## src/rtl/arb_pkg.sv

```systemverilog
// Shared arbiter definitions: FSM state encodings and a clog2 helper.
package arb_pkg;

    typedef enum logic [1:0] {
        ST_IDLE  = 2'd0,
        ST_GRANT = 2'd1,
        ST_ACK   = 2'd2
    } arb_state_e;

    // Ceiling log2, never below 1 so a pointer always has at least one bit.
    function automatic int clog2(input int n);
        int r;
        r = 0;
        for (int i = 0; i < 32; i++) begin
            if ((1 << r) < n) r = r + 1;
        end
        return (r < 1) ? 1 : r;
    endfunction

endpackage

```

## src/rtl/rr_pick.sv

```systemverilog
// Combinational round-robin picker: first set req bit at or above ptr, wrapping.
module rr_pick
    import arb_pkg::*;
#(
    parameter int NUM_REQ = 4,
    parameter int PTR_W   = clog2(NUM_REQ)
) (
    input  logic [NUM_REQ-1:0] req,
    input  logic [PTR_W-1:0]   ptr,
    output logic [NUM_REQ-1:0] win_oh,
    output logic [PTR_W-1:0]   win_idx,
    output logic               any
);

    // Scan offsets 0..NUM_REQ-1 from ptr; the wrap is explicit so
    // non-power-of-two requester counts behave.
    always_comb begin
        int s;
        win_oh  = '0;
        win_idx = '0;
        any     = 1'b0;
        s       = 0;
        for (int k = 0; k < NUM_REQ; k++) begin
            s = int'(ptr) + k;
            if (s >= NUM_REQ) s = s - NUM_REQ;
            for (int i = 0; i < NUM_REQ; i++) begin
                if (!any && (s == i) && req[i]) begin
                    any       = 1'b1;
                    win_oh[i] = 1'b1;
                    win_idx   = PTR_W'(i);
                end
            end
        end
    end

endmodule

```

## src/rtl/rr_reg_arbiter.sv

```systemverilog
// Round-robin write arbiter in front of one shared DATA_W register.
// Each transaction is IDLE -> GRANT -> ACK, three cycles long.
module rr_reg_arbiter
    import arb_pkg::*;
#(
    parameter int NUM_REQ = 4,
    parameter int DATA_W  = 8
) (
    input  logic                      clk,
    input  logic                      rst,
    input  logic [NUM_REQ-1:0]        req,
    input  logic [NUM_REQ*DATA_W-1:0] wdata,
    output logic [NUM_REQ-1:0]        gnt,
    output logic [NUM_REQ-1:0]        ack,
    output logic [DATA_W-1:0]         q,
    output logic                      busy
);

    localparam int PTR_W = clog2(NUM_REQ);

    arb_state_e           state_q, state_d;
    logic [PTR_W-1:0]     ptr_q,   ptr_d;
    logic [PTR_W-1:0]     idx_q,   idx_d;
    logic [NUM_REQ-1:0]   gnt_q,   gnt_d;
    logic [NUM_REQ-1:0]   ack_q,   ack_d;
    logic [DATA_W-1:0]    hold_q,  hold_d;
    logic [DATA_W-1:0]    q_q,     q_d;
    logic                 busy_q,  busy_d;

    logic [NUM_REQ-1:0]   pick_oh;
    logic [PTR_W-1:0]     pick_idx;
    logic                 pick_any;

    rr_pick #(
        .NUM_REQ (NUM_REQ),
        .PTR_W   (PTR_W)
    ) u_pick (
        .req     (req),
        .ptr     (ptr_q),
        .win_oh  (pick_oh),
        .win_idx (pick_idx),
        .any     (pick_any)
    );

    // Next-state and output decode; data is captured at grant time so a
    // winner dropping req mid-transaction still completes its write.
    always_comb begin
        state_d = state_q;
        ptr_d   = ptr_q;
        idx_d   = idx_q;
        gnt_d   = gnt_q;
        ack_d   = '0;
        hold_d  = hold_q;
        q_d     = q_q;
        busy_d  = busy_q;
        unique case (state_q)
            ST_IDLE: begin
                if (pick_any) begin
                    state_d = ST_GRANT;
                    gnt_d   = pick_oh;
                    idx_d   = pick_idx;
                    busy_d  = 1'b1;
                    for (int i = 0; i < NUM_REQ; i++) begin
                        if (pick_oh[i]) hold_d = wdata[i*DATA_W +: DATA_W];
                    end
                end
            end
            ST_GRANT: begin
                state_d = ST_ACK;
                q_d     = hold_q;
                ack_d   = gnt_q;
                if (int'(idx_q) == NUM_REQ - 1) ptr_d = '0;
                else                            ptr_d = idx_q + PTR_W'(1);
            end
            ST_ACK: begin
                state_d = ST_IDLE;
                gnt_d   = '0;
                busy_d  = 1'b0;
            end
            default: begin
                state_d = ST_IDLE;
                gnt_d   = '0;
                busy_d  = 1'b0;
            end
        endcase
    end

    // State, pointer and data registers; reset abandons any transaction.
    always_ff @(posedge clk or posedge rst) begin
        if (rst) begin
            state_q <= ST_IDLE;
            ptr_q   <= '0;
            idx_q   <= '0;
            gnt_q   <= '0;
            ack_q   <= '0;
            hold_q  <= '0;
            q_q     <= '0;
            busy_q  <= 1'b0;
        end else begin
            state_q <= state_d;
            ptr_q   <= ptr_d;
            idx_q   <= idx_d;
            gnt_q   <= gnt_d;
            ack_q   <= ack_d;
            hold_q  <= hold_d;
            q_q     <= q_d;
            busy_q  <= busy_d;
        end
    end

    assign gnt  = gnt_q;
    assign ack  = ack_q;
    assign q    = q_q;
    assign busy = busy_q;

endmodule

```

## config.mk

```make
export PLATFORM = sky130hd
export DESIGN_NAME = rr_reg_arbiter
export DESIGN_NICKNAME = d
export VERILOG_FILES = /design/src/rtl/arb_pkg.sv /design/src/rtl/rr_pick.sv /design/src/rtl/rr_reg_arbiter.sv
export SDC_FILE = /design/constraint.sdc
export NUM_CORES = 1
export LEC_CHECK = 0
export ABC_CLOCK_PERIOD_IN_PS = 1900
export BUFFER_PORTS_ARGS = -buffer_cell sky130_fd_sc_hd__buf_2
export CAP_MARGIN = 20
export CELL_PAD_IN_SITES_DETAIL_PLACEMENT = 0
export CELL_PAD_IN_SITES_GLOBAL_PLACEMENT = 2
export CORE_MARGIN = 2
export CORE_UTILIZATION = 29
export DETAILED_ROUTE_END_ITERATION = 8
export HOLD_SLACK_MARGIN = 0.12
export PLACE_DENSITY_LB_ADDON = 0.1
export SYNTH_ARGS = -nofsm -noshare
export SYNTH_HDL_FRONTEND = slang
export SYNTH_SLANG_ARGS = --single-unit
```

## constraint.sdc

```tcl
create_clock -name clk -period 1.9 [get_ports clk]
set_input_delay 0.19 -clock clk [delete_from_list [all_inputs] [get_ports clk]]
set_output_delay 0.19 -clock clk [all_outputs]
set_load 0.005 [all_outputs]
```

==> run summary <==
depth of the most critical reg-to-reg path: 6
Chip Width: 76.8 microns
area delta synth->final: 32.5%
Setup Viol. Count Final: 0
pin count of the biggest net entering global routing: 32
Reg clk slew, reported paths: 60 ps
Mapped Nets: 191
cell-internal power: 0.00180 W
top cells by count, synth: dfrtp_1, nand2_1, a21oi_1
Leak: 1.06 nW
crit end category: flip-flop
CTS buffer count: 5
final core utilization: 0.398
clk_lat worst skew: 280 ps
Routed Antenna Nets: 0
total global-route track usage: 0.144
NumNets Final: 258
max-cap viol count: 0
H-tree Lvls: 2
Gate Count Post-Synth: 152
Clock Tree Root: clkbuf_8
R2R Path End: hold_q[5]
Post-Route Skew: 3.52 ps
Clock power frac: 0.168
busiest grt layer: met1
Die ar.: 5890 sq um
IO Pins: 55
CTS tree: done
Logic pwr share: 0.440
Final min period: 1730 ps
FF-to-FF Start: ptr_q[1]
Final Hold Fails: 0
proportion of layout cells with a drive suffix above 1: 0.386
Hold Startpoint: wdata[28]
Placement Cell Area: 1930 sq um
reg2reg setup slack: 170 ps
Port Buffers: 54
worst hold endpoint: hold_q[4]
worst hold path type: primary input to flip-flop
maximum VDD drop: 0.000332 V
EDFF count, synth: 0
post-route clock period utilization: 0.910
grt total ovfl: 0
vias in the first global route: 1,391
mapped cell area: 1540 sq um
Crit path required time: 2070 ps
sequential group share of total power: 0.392
final wirelength: 3950 microns
met1 Usage GRT: 0.212
global routing usage on met2: 0.197
GP Congestion: 0.805
Rows: 26
ranking of synthesized cells by area: dfrtp_1, nand2_1, mux2i_1
Syn Area/Cell: 10.1 sq um
Psw: 0.00117 W
clock sink count: 31
HPWL Detailed: 3020 microns
post-synth cell types: 33
Sw Share: 0.394
DR vias/cell: 4.62
async set-reset flop share out of synthesis: 1.00
Setup CP Type: flip-flop to flip-flop
clk buf depth: 2
antenna violations before repair: 0
residual DRC count: 0
share of the synthesized area in the top cell type: 0.505
status: complete, no violations
Detailed Routing Iterations Pass 1: 4
Setup crit start kind: flip-flop
wire length per cell: 13.6 microns
setup TNS: 0 ps
Critical Path Fanout Max: 10
Worst Path Arrival: 1890 ps
design area: 2030 sq um
antenna diode count: 0
sequential share of the synthesized area: 0.505
Max transition margin: 0.633
Slew @ Worst Pin: 548 ps
P per Cell Area: 1460 nW/um^2
GR Util met3: 0.0247
flops & latches, synth: 31
initial drt markers: 68
fillers: 540
Core ar.: 5110 sq um
RSZ-0062 raised after global routing: false
Synth Flop Type: dfrtp_1
first-pass GRT wire length: 6670 microns
die height: 76.8 microns
Fmax: 578 MHz
final slew viol count: 0
Synth Warn #: 0
area leader, netlist: dfrtp_1
via count: 1,340
hold depth: 2
Starting Density: 0.301
==> cells by family (layout without fill, tap and decap cells) <==
group | Yosys count | after routing | share of synthesized area
compound gates | 43 | 43 | 0.220
fa+ha+maj | 1 | 1 | 0.00815
buf+inv | 10 | 78 | 0.0285
flops | 31 | 31 | 0.505
mux | 9 | 9 | 0.0587
simple gates | 58 | 58 | 0.179
==> placed cells by master (no fill, tap or decap), drive strengths merged, types with 4 or more instances in the layout <==
cell / synthesis / final
buf: 3 / 63
nand2: 31 / 31
dfrtp: 31 / 31
a21oi: 15 / 15
nor2: 12 / 12
mux2i: 9 / 9
a211oi: 7 / 7
a221o: 7 / 7
clkbuf: 1 / 7
o21ai: 6 / 6
inv: 5 / 5
and3: 4 / 4
==> worst max-delay path, stage by stage, from the launching register on <==
cell,delay [ps]
dfrtp_2,410
buf_4,140
nor2b_1,50
o21ai_2,120
and2_1,460
a211oi_2,140
a221o_1,290
==> state kept, by name, indices dropped and copies added (netlist names) <==
signal and cells:
state_q 2, q 8, busy 1, gnt 4
hold_q 8, idx_q 2, ack 4, ptr_q 2
==> timing repair <==
item / 4_1_cts / 5_1_grt
setup endpoints to repair: 0 / 6
endpoints found under the hold margin: 31 / 0
resized for setup: 0 / 1
buffers inserted: 0 / 1
hold buffers: 1 / 0
==> metal layers <==
layer	part of all wire	wire [microns]
met5	0	0
met4	0.021	82
met3	0.052	207
met2	0.39	1550
met1	0.53	2110
==> worst max path at each step <==
stage	from	depth (start not counted)	end
floorplan	ptr_q[0]	6	hold_q[0]
global placement	req[1]	7	hold_q[4]
detailed placement	req[1]	7	hold_q[5]
CTS	ptr_q[1]	6	hold_q[5]
global route	ptr_q[1]	6	hold_q[3]
finish	ptr_q[1]	6	hold_q[5]
==> per-stage QoR <==
| step | worst slack [ps] | total power [W] | std cells | hold WS [ps] |
|---|---|---|---|---|
| 4_1_cts | 123 | 0.00300 | 289 | 139 |
| 5_1_grt | 14.3 | 0.00324 | 290 | 151 |
| 3_3_place_gp | 158 | 0.00246 | 280 | 285 |
| 3_5_place_dp | 132 | 0.00248 | 280 | 303 |
| 2_1_floorplan | 278 | 0.00200 | 152 | 294 |
| 6_report | 170 | 0.00297 | 290 | 141 |
==> final cells by class <==
class | instances | area (sq um) | share of cell area
Timing Repair Buffer | 64 | 348 | 0.171
Clock buffer | 7 | 76.3 | 0.0375
Sequential cell | 31 | 777 | 0.382
Tap cell | 70 | 87.6 | 0.0431
Clock inverter | 1 | 5.00 | 0.00246
Inverter | 6 | 25.0 | 0.0123
Multi-Input combinational cell | 111 | 716 | 0.352
==> power groups by stage <==
stage	registers (W)	logic (W)	clock network, W
6_report	0.00117	0.00131	0.000499
5_1_grt	0.00121	0.00148	0.000544
4_1_cts	0.00116	0.00132	0.000517
3_5_place_dp	0.00117	0.00131	0
3_3_place_gp	0.00116	0.00130	0
2_1_floorplan	0.00112	0.000879	0
Note: power is estimated with default switching activity, not from simulation.
